<file path="src/rtl/cmd_host_pkg.sv">
`default_nettype none
// ============================================================================
// Module   : cmd_host_pkg
// Purpose  : Shared definitions for the host-side command initiator.
//            Command target field location, known target codes, host
//            status codes and the cmd_host state encoding.
// Ports    : none (package)
// Revision : 1.0 - initial release
// ============================================================================
package cmd_host_pkg;

    // Target field of a 32-bit command word.
    localparam int C_TARGET_MSB = 31;
    localparam int C_TARGET_LSB = 28;
    localparam int C_TARGET_W   = C_TARGET_MSB - C_TARGET_LSB + 1;

    // Targets served by the executor on the far side of the FIFO pair.
    localparam logic [C_TARGET_W-1:0] C_TARGET_TAP = 4'h1;
    localparam logic [C_TARGET_W-1:0] C_TARGET_PHF = 4'h2;

    // Status codes returned alongside every host response.
    localparam logic [1:0] C_HST_OK      = 2'd0;
    localparam logic [1:0] C_HST_TO_WR   = 2'd1;
    localparam logic [1:0] C_HST_TO_RSP  = 2'd2;
    localparam logic [1:0] C_HST_BAD_TGT = 2'd3;

    // cmd_host state encoding.
    localparam logic [1:0] S_IDLE     = 2'd0;
    localparam logic [1:0] S_WR_CMD   = 2'd1;
    localparam logic [1:0] S_WAIT_RSP = 2'd2;
    localparam logic [1:0] S_DONE     = 2'd3;

    // True when the executor knows how to handle the given target.
    function automatic logic target_known(input logic [C_TARGET_W-1:0] tgt);
        return (tgt == C_TARGET_TAP) || (tgt == C_TARGET_PHF);
    endfunction

endpackage
`default_nettype wire

</file>
<file path="src/rtl/cmd_timer.sv">
`default_nettype none
// ============================================================================
// Module   : cmd_timer
// Purpose  : Per-phase wait timer. Counts enabled cycles from a clear and
//            flags the terminal count TIMEOUT_CYCLES-1. Holds at terminal
//            count so it can never wrap.
// Ports    : clk, rst_n  - clock, asynchronous active-low reset
//            clr         - synchronous clear (priority over en)
//            en          - count enable
//            tc          - high while count == TIMEOUT_CYCLES-1
// Revision : 1.0 - initial release
// ============================================================================
module cmd_timer #(
    parameter int TIMEOUT_CYCLES = 1024
) (
    input  logic clk,
    input  logic rst_n,
    input  logic clr,
    input  logic en,
    output logic tc
);

    localparam int c_timer_w = (TIMEOUT_CYCLES > 2) ? $clog2(TIMEOUT_CYCLES) : 1;
    localparam logic [c_timer_w-1:0] c_term = c_timer_w'(TIMEOUT_CYCLES - 1);
    localparam logic [c_timer_w-1:0] c_one  = c_timer_w'(1);

    logic [c_timer_w-1:0] r_count;

    always_ff @(posedge clk or negedge rst_n) begin
        if (!rst_n) begin
            r_count <= '0;
        end else if (clr) begin
            r_count <= '0;
        end else if (en && !tc) begin
            r_count <= r_count + c_one;
        end
    end

    assign tc = (r_count == c_term);

endmodule
`default_nettype wire

</file>
<file path="src/rtl/cmd_host.sv">
`default_nettype none
// ============================================================================
// Module   : cmd_host
// Purpose  : Host-side initiator for the command/response FIFO pair.
//            Takes one command at a time from the host, writes it into the
//            cmd FIFO, waits for the matching response in the rsp FIFO and
//            hands it back with a status code. Unknown targets are rejected
//            locally, both wait phases time out, and any response left over
//            from a timed-out command is drained while idle.
// Ports    : clk, rst_n                         - clock, async active-low reset
//            host_cmd_data/valid/ready          - host command port
//            host_rsp_data/status/valid/ready   - host response port
//            cmd_wrdata, cmd_wrreq, cmd_wr_waitreq - cmd FIFO write side
//            rsp_rddata, rsp_rdreq, rsp_rd_waitreq - rsp FIFO show-ahead read
//            stale_cnt                          - saturating drained-response count
//            busy                               - high whenever not idle
// Revision : 1.0 - initial release
// ============================================================================
module cmd_host
    import cmd_host_pkg::*;
#(
    parameter int TIMEOUT_CYCLES = 1024,
    parameter int STALE_W        = 8
) (
    input  logic               clk,
    input  logic               rst_n,
    input  logic [31:0]        host_cmd_data,
    input  logic               host_cmd_valid,
    output logic               host_cmd_ready,
    output logic [31:0]        host_rsp_data,
    output logic [1:0]         host_rsp_status,
    output logic               host_rsp_valid,
    input  logic               host_rsp_ready,
    output logic [31:0]        cmd_wrdata,
    output logic               cmd_wrreq,
    input  logic               cmd_wr_waitreq,
    input  logic [31:0]        rsp_rddata,
    output logic               rsp_rdreq,
    input  logic               rsp_rd_waitreq,
    output logic [STALE_W-1:0] stale_cnt,
    output logic               busy
);

    localparam logic [STALE_W-1:0] c_stale_max = '1;
    localparam logic [STALE_W-1:0] c_stale_one = STALE_W'(1);

    logic [1:0]         r_state;
    logic [1:0]         w_state_next;
    logic [31:0]        r_cmd_data;
    logic [31:0]        w_cmd_data_next;
    logic [31:0]        r_rsp_data;
    logic [31:0]        w_rsp_data_next;
    logic [1:0]         r_status;
    logic [1:0]         w_status_next;
    logic [STALE_W-1:0] r_stale;
    logic [STALE_W-1:0] w_stale_next;
    // Low only until the first clock after reset; keeps the combinational
    // handshake strobes at 0 while the block is held in reset.
    logic               r_run;
    logic               w_timer_clr;
    logic               w_timer_en;
    logic               w_timer_tc;

    cmd_timer #(
        .TIMEOUT_CYCLES (TIMEOUT_CYCLES)
    ) u_timer (
        .clk   (clk),
        .rst_n (rst_n),
        .clr   (w_timer_clr),
        .en    (w_timer_en),
        .tc    (w_timer_tc)
    );

    always_ff @(posedge clk or negedge rst_n) begin
        if (!rst_n) begin
            r_state    <= S_IDLE;
            r_cmd_data <= '0;
            r_rsp_data <= '0;
            r_status   <= C_HST_OK;
            r_stale    <= '0;
            r_run      <= 1'b0;
        end else begin
            r_state    <= w_state_next;
            r_cmd_data <= w_cmd_data_next;
            r_rsp_data <= w_rsp_data_next;
            r_status   <= w_status_next;
            r_stale    <= w_stale_next;
            r_run      <= 1'b1;
        end
    end

    always_comb begin
        w_state_next    = r_state;
        w_cmd_data_next = r_cmd_data;
        w_rsp_data_next = r_rsp_data;
        w_status_next   = r_status;
        w_stale_next    = r_stale;
        w_timer_en      = 1'b0;
        host_cmd_ready  = 1'b0;
        host_rsp_valid  = 1'b0;
        cmd_wrreq       = 1'b0;
        rsp_rdreq       = 1'b0;

        case (r_state)
            S_IDLE: begin
                if (r_run) begin
                    // Any response sitting in the FIFO while idle belongs to
                    // a command that already timed out: throw it away before
                    // a new command can be paired with it.
                    host_cmd_ready = rsp_rd_waitreq;
                    if (!rsp_rd_waitreq) begin
                        rsp_rdreq = 1'b1;
                        if (r_stale != c_stale_max) begin
                            w_stale_next = r_stale + c_stale_one;
                        end
                    end else if (host_cmd_valid) begin
                        w_cmd_data_next = host_cmd_data;
                        if (target_known(host_cmd_data[C_TARGET_MSB:C_TARGET_LSB])) begin
                            w_state_next = S_WR_CMD;
                        end else begin
                            w_state_next    = S_DONE;
                            w_status_next   = C_HST_BAD_TGT;
                            w_rsp_data_next = '0;
                        end
                    end
                end
            end

            S_WR_CMD: begin
                cmd_wrreq = !cmd_wr_waitreq;
                // A write in the terminal-count cycle still goes through.
                if (!cmd_wr_waitreq) begin
                    w_state_next = S_WAIT_RSP;
                end else if (w_timer_tc) begin
                    w_state_next    = S_DONE;
                    w_status_next   = C_HST_TO_WR;
                    w_rsp_data_next = '0;
                end else begin
                    w_timer_en = 1'b1;
                end
            end

            S_WAIT_RSP: begin
                rsp_rdreq = !rsp_rd_waitreq;
                // A response in the terminal-count cycle still counts as OK.
                if (!rsp_rd_waitreq) begin
                    w_state_next    = S_DONE;
                    w_status_next   = C_HST_OK;
                    w_rsp_data_next = rsp_rddata;
                end else if (w_timer_tc) begin
                    w_state_next    = S_DONE;
                    w_status_next   = C_HST_TO_RSP;
                    w_rsp_data_next = '0;
                end else begin
                    w_timer_en = 1'b1;
                end
            end

            S_DONE: begin
                host_rsp_valid = 1'b1;
                if (host_rsp_ready) begin
                    w_state_next = S_IDLE;
                end
            end

            default: begin
                w_state_next = S_IDLE;
            end
        endcase
    end

    // Every state entry restarts the wait timer.
    assign w_timer_clr     = (w_state_next != r_state);

    assign cmd_wrdata      = r_cmd_data;
    assign host_rsp_data   = r_rsp_data;
    assign host_rsp_status = r_status;
    assign stale_cnt       = r_stale;
    assign busy            = (r_state != S_IDLE);

endmodule
`default_nettype wire

</file>
<file path="config.mk">
export PLATFORM = sky130hd
export DESIGN_NAME = cmd_host
export DESIGN_NICKNAME = d
export VERILOG_FILES = /design/src/rtl/cmd_host_pkg.sv /design/src/rtl/cmd_timer.sv /design/src/rtl/cmd_host.sv
export SDC_FILE = /design/constraint.sdc
export NUM_CORES = 1
export LEC_CHECK = 0
export ABC_CLOCK_PERIOD_IN_PS = 3000
export BUFFER_PORTS_ARGS = -buffer_cell sky130_fd_sc_hd__buf_4
export CAP_MARGIN = 20
export CORE_MARGIN = 3
export CORE_UTILIZATION = 25
export CTS_CLUSTER_DIAMETER = 50
export CTS_CLUSTER_SIZE = 40
export DETAILED_ROUTE_END_ITERATION = 16
export PLACE_DENSITY = 0.47
export SETUP_SLACK_MARGIN = 0.1
export SLEW_MARGIN = 0
export SYNTH_ARGS = -nofsm -noshare
export SYNTH_HDL_FRONTEND = slang
export SYNTH_SLANG_ARGS = --single-unit
</file>
<file path="constraint.sdc">
create_clock -name clk -period 3 [get_ports clk]
set_input_delay 0.6 -clock clk [delete_from_list [all_inputs] [get_ports clk]]
set_output_delay 0.6 -clock clk [all_outputs]
set_load 0.1 [all_outputs]
</file>
* After elaboration in Yosys (flattened, before gate mapping)
Index checks and enable logic that the tools add are counted.
** Cells by class
- Add/subtract/negate cells :: 2
- Multiply operators :: 0
- Divide/modulo/power cells :: 0
- Order comparisons :: 0
- Eq/ne operators :: 15
- Shift-type cells :: 0
- Mux-type cells :: 39
- Bitwise gates (word level) :: 1
- Reductions and logical operators :: 13
** Operators by type and width (number)
- $mux 32 :: 7
- $pmux 32 s3 :: 1
- $mux 2 :: 16
- $mux 10 :: 2
- $add 10x1->10 const B :: 1
- $eq 10x10->1 const B :: 1
- $ne 2x2->1 const B :: 5
- $mux 1 :: 9
- $add 8x1->8 const B :: 1
- $ne 8x8->1 const B :: 1
- $pmux 2 s4 :: 1
- $reduce_and 4->1 :: 2
- $reduce_and 8->1 :: 1
- $pmux 2 s3 :: 1
- $reduce_and 6->1 :: 1
- $eq 2x2->1 const B :: 2
- $eq 4x1->1 const B :: 1
- $eq 4x2->1 const B :: 1
- $pmux 1 s2 :: 2
- $reduce_bool 2->1 :: 2
- $logic_not 1->1 :: 3
- $ne 3x2->1 const B :: 1
- $reduce_bool 3->1 :: 1
- $eq 2x1->1 const B :: 1
- 6 further kinds :: 6
** Storage, ports and cells
- Bits in registers :: 87
- Bits in latches :: 0
- Bits in writable memories :: 0
- Memory bits (read-only) :: 0
- Input port bits :: 70
- Logic and storage cells :: 77
- Memories kept :: 0

* Longest topological paths before layout
- Depth in word-level cells :: 9
- Depth in mapped cells :: 9
- Gate-level depth less buffers :: 7

* Cells and area by module
A second synthesis with hierarchy kept.
** Unflattened totals
- Cell total of the unflattened synthesis :: 295
- Area total of the unflattened synthesis :: 3827.4 um^2
** Modules (own cells, without submodules)
- cmd_host :: instances 1, cells an instance 238, area an instance 3286.9 um^2, sequential area each 1926.8 um^2
- cmd_timer :: instances 1, cells an instance 57, area an instance 540.5 um^2, sequential area each 250.2 um^2

* Least setup slack after synthesis
No wires, ideal clock.
- Path kind :: reg2out
- From :: register r_state[1]
- To :: output rsp_rdreq
- Arrival :: 2.267 ns
- Required time :: 2.400 ns
- Setup slack :: 0.133 ns
- Stages on the path, launching flop included :: 6
- Path buffers :: 1
- Cells stage by stage :: dfrtp_1 > inv_1 > ha_1 > buf_2 > a21oi_1 > nor2_1
** Between the ends
- Cells in the longest elaborated chain, start to end :: 2
** RTL lines
- start, declared :: RTL line cmd_host.sv:47 : logic [1:0] r_state;
- start signal, assigned :: RTL line cmd_host.sv:83 : r_state <= w_state_next;
- $eq 2x2->1 / $logic_not 2->1 (equally long branches) :: RTL line cmd_host.sv:104 : case (r_state)
- $pmux 1 s2 (*) :: RTL line cmd_host.sv:104
- end, declared :: RTL line cmd_host.sv:38 : output logic rsp_rdreq,
Every way passes the cells marked *; elsewhere a longest branch is shown, timed or not.

* Final worst setup path
Ends and elaborated chain as after synthesis.

==> flow_summary.toml <==
[clocking]
clkLatencyLatePin_ns = 0.34
numCtsBuffers = 9
htree_levels = 3
clockBufferDepth = 2
postCtsSetupBuffers = 0
cts.sinks = 87
cts_tree = "done"
clk_pin_slew_ns = 0.06
post_cts_resized = 0
hold_buffers = 0
cts_root_buf = "clkbuf_16"

[global_routing]
grt_max_degree = 48
grt_overflow = 0
track_usage_pct = 13.26
grt_pass1_wl_mm = 18.72
grt_pass1_vias = 3501
grt_antenna_before_repair = 0

[synthesis]
ys_seq_area_share_pct = 54.80
synth-edff-count = 0
syn_nets = 480
synth_cell_types = 49
ys_ff_latch = 87
synth_cells = 403
synthFlopType = "dfrtp_1"
synth_warnings = 0
syn_avg_cell_area_um2 = 9.857
synth_async_sr_flop_share_pct = 100.0
synth_area_um2 = 3973

[flow_run]
max_cap_violations = 0

[detailed_routing]
first_pass_iters = 5
routed_wl_mm = 11.33
vias = 3441
wl_per_cell_um = 14.80
drtAntennaViolNets = 0
dr.first_iter.drc_count = 147
drc = 0
via_per_inst = 4.498

[place]
place_hpwl_mm = 8.069
place_ws_ns = 0.3458
gp_congestion = 0.7636
post_dp_cell_area_um2 = 5323
io_buffers = 148

[sta]
rsz0062_at_grt = "no"
clock.fmax_mhz = 373.4
worstMarginPinSlew_ns = 0.7321
slew_viol_final = 0
worst_slack_ns = 0.3218
finClkSkew_ns = 0.003755
fin_tns_setup_ns = 0
period_share_pct = 89.27
hold_violations = 0
finalSetupViolCount = 0
relSlewSlack_pct = 51.11
period_needed_ns = 2.678

[final_layout]
drive_gt1_share_pct = 34.12
final_design_area_no_fill_um2 = 5647
area_growth_pct = 42.14
final_cell_mix = "153 x buf_4, 133 x nand2_1, 87 x dfrtp_1"
nNetsFinal = 626
final_common_cell = "buf_4"
num_antenna_cells = 0

[setup_path]
critical_path_class = "reg -> out"
crit_end = "rsp_rdreq"
crit_required_ns = 2.40
r2r-start = "r_state[1]"
reg2reg_setup_slack_ns = 0.35
worstPathMaxFanout = 13
reg2reg_depth = 7
crit_start = "r_state[1]"
startpoint_type = "flip-flop"
crit_arrival_ns = 2.08
r2r-end = "host_rsp_data[23]"
crit_path_end_kind = "output pin"

[floorplanning]
die_y_um = 132.1
fp-row-count = 45
start_util_pct = 25.84
ios = 149
die_x_um = 132.1
die_area_um2 = 17440
fp.coreArea_um2 = 15370

[min_path]
hold_path_class = "in -> async"

[outcome]
outcome = "complete, no violations"
-- kinds of logic after synthesis --
group                    after synthesis  share of synthesized area (%)
AND/OR/NAND/NOR                      183                          20.38
other                                  1                        0.09440
adder cells (fa/ha/maj)                7                          2.205
AO/OA/AOI/OAI                         80                          15.21
XOR/XNOR                              16                          3.527
buffers and inverters                 26                          2.960
flip-flops                            87                          54.80
multiplexers                           3                         0.8189
-- per-layer routing --
layer  vias to the layer above  GRT usage [%]  share of wire (%)
met4                         0          3.267                1.1
met1                      1643          16.84                 43
met2                       120          20.87                 48
met3                        11          5.725                8.3
met5                         -              0                  0
li1                       1667              -                  -
-- Yosys cell counts (all sizes together) (2+ instances only) --
| cell | count | share of area [%] |
|---|---|---|
| and3 | 3 | 0.47 |
| a22o | 8 | 1.8 |
| nor2b | 2 | 0.31 |
| nand4 | 4 | 1.0 |
| xnor2 | 11 | 2.4 |
| inv | 6 | 0.57 |
| o311ai | 2 | 0.82 |
| ha | 7 | 2.2 |
| nor3 | 5 | 0.76 |
| xor2 | 5 | 1.1 |
| and4 | 2 | 0.44 |
| buf | 8 | 1.3 |
| or3b | 3 | 0.66 |
| dfrtp | 87 | 55 |
| o2bb2ai | 2 | 0.60 |
| a221oi | 2 | 0.44 |
| o31ai | 2 | 0.72 |
| a22oi | 24 | 4.5 |
| a211oi | 3 | 0.69 |
| nor2 | 15 | 1.4 |
| nand2b | 2 | 0.31 |
| a21oi | 31 | 4.0 |
| nand2 | 133 | 13 |
| clkbuf | 12 | 1.1 |
| nor4 | 3 | 0.47 |
| nand3 | 7 | 0.88 |
| mux2 | 2 | 0.57 |
-- stage by stage --
stage	hold WS (ns)	utilization (%)	std cells
2_1_floorplan	0.3044	-	403
4_1_cts	0.2501	36.64	764
3_5_place_dp	0.4644	34.63	748
5_1_grt	0.2710	36.74	765
3_3_place_gp	0.4608	34.63	748
6_report	0.2293	36.74	765
-- critical path, stage by stage (launching register included) --
cell     delay [ns]
dfrtp_1        0.47
inv_1          0.19
ha_1           0.45
a21oi_1        0.20
nor2_1         0.12
buf_4          0.30
-- state kept, by name, summed over array words and instances (netlist names) --
signal and flops:
cmd_wrdata 32, stale_cnt 8, u_timer.r_count 10, host_rsp_status 2, r_run 1, host_rsp_data 32, r_state 2
-- worst min path at each step --
stage | endpoint | slack (ns) | cells after the start
floorplan | cmd_wrdata[0] | 0.30 | 0
global placement | cmd_wrdata[3] | 0.46 | 2
detailed placement | cmd_wrdata[5] | 0.46 | 2
CTS | host_rsp_data[3] | 0.25 | 1
global route | host_rsp_data[1] | 0.27 | 1
finish | host_rsp_data[1] | 0.23 | 1
-- area by class of cell --
cell class	instances	area (µm²)
clock inverters	5	56.30
inverters	6	22.52
clock buffers	11	252.7
well taps	211	264.0
multi-input cells	290	1690
flip-flops and latches	87	2177
repair buffers	155	1184
fillers	1559	9724
Power is not shown: default switching activity piles up to over one toggle a cycle in this logic, so the estimate is an artifact.
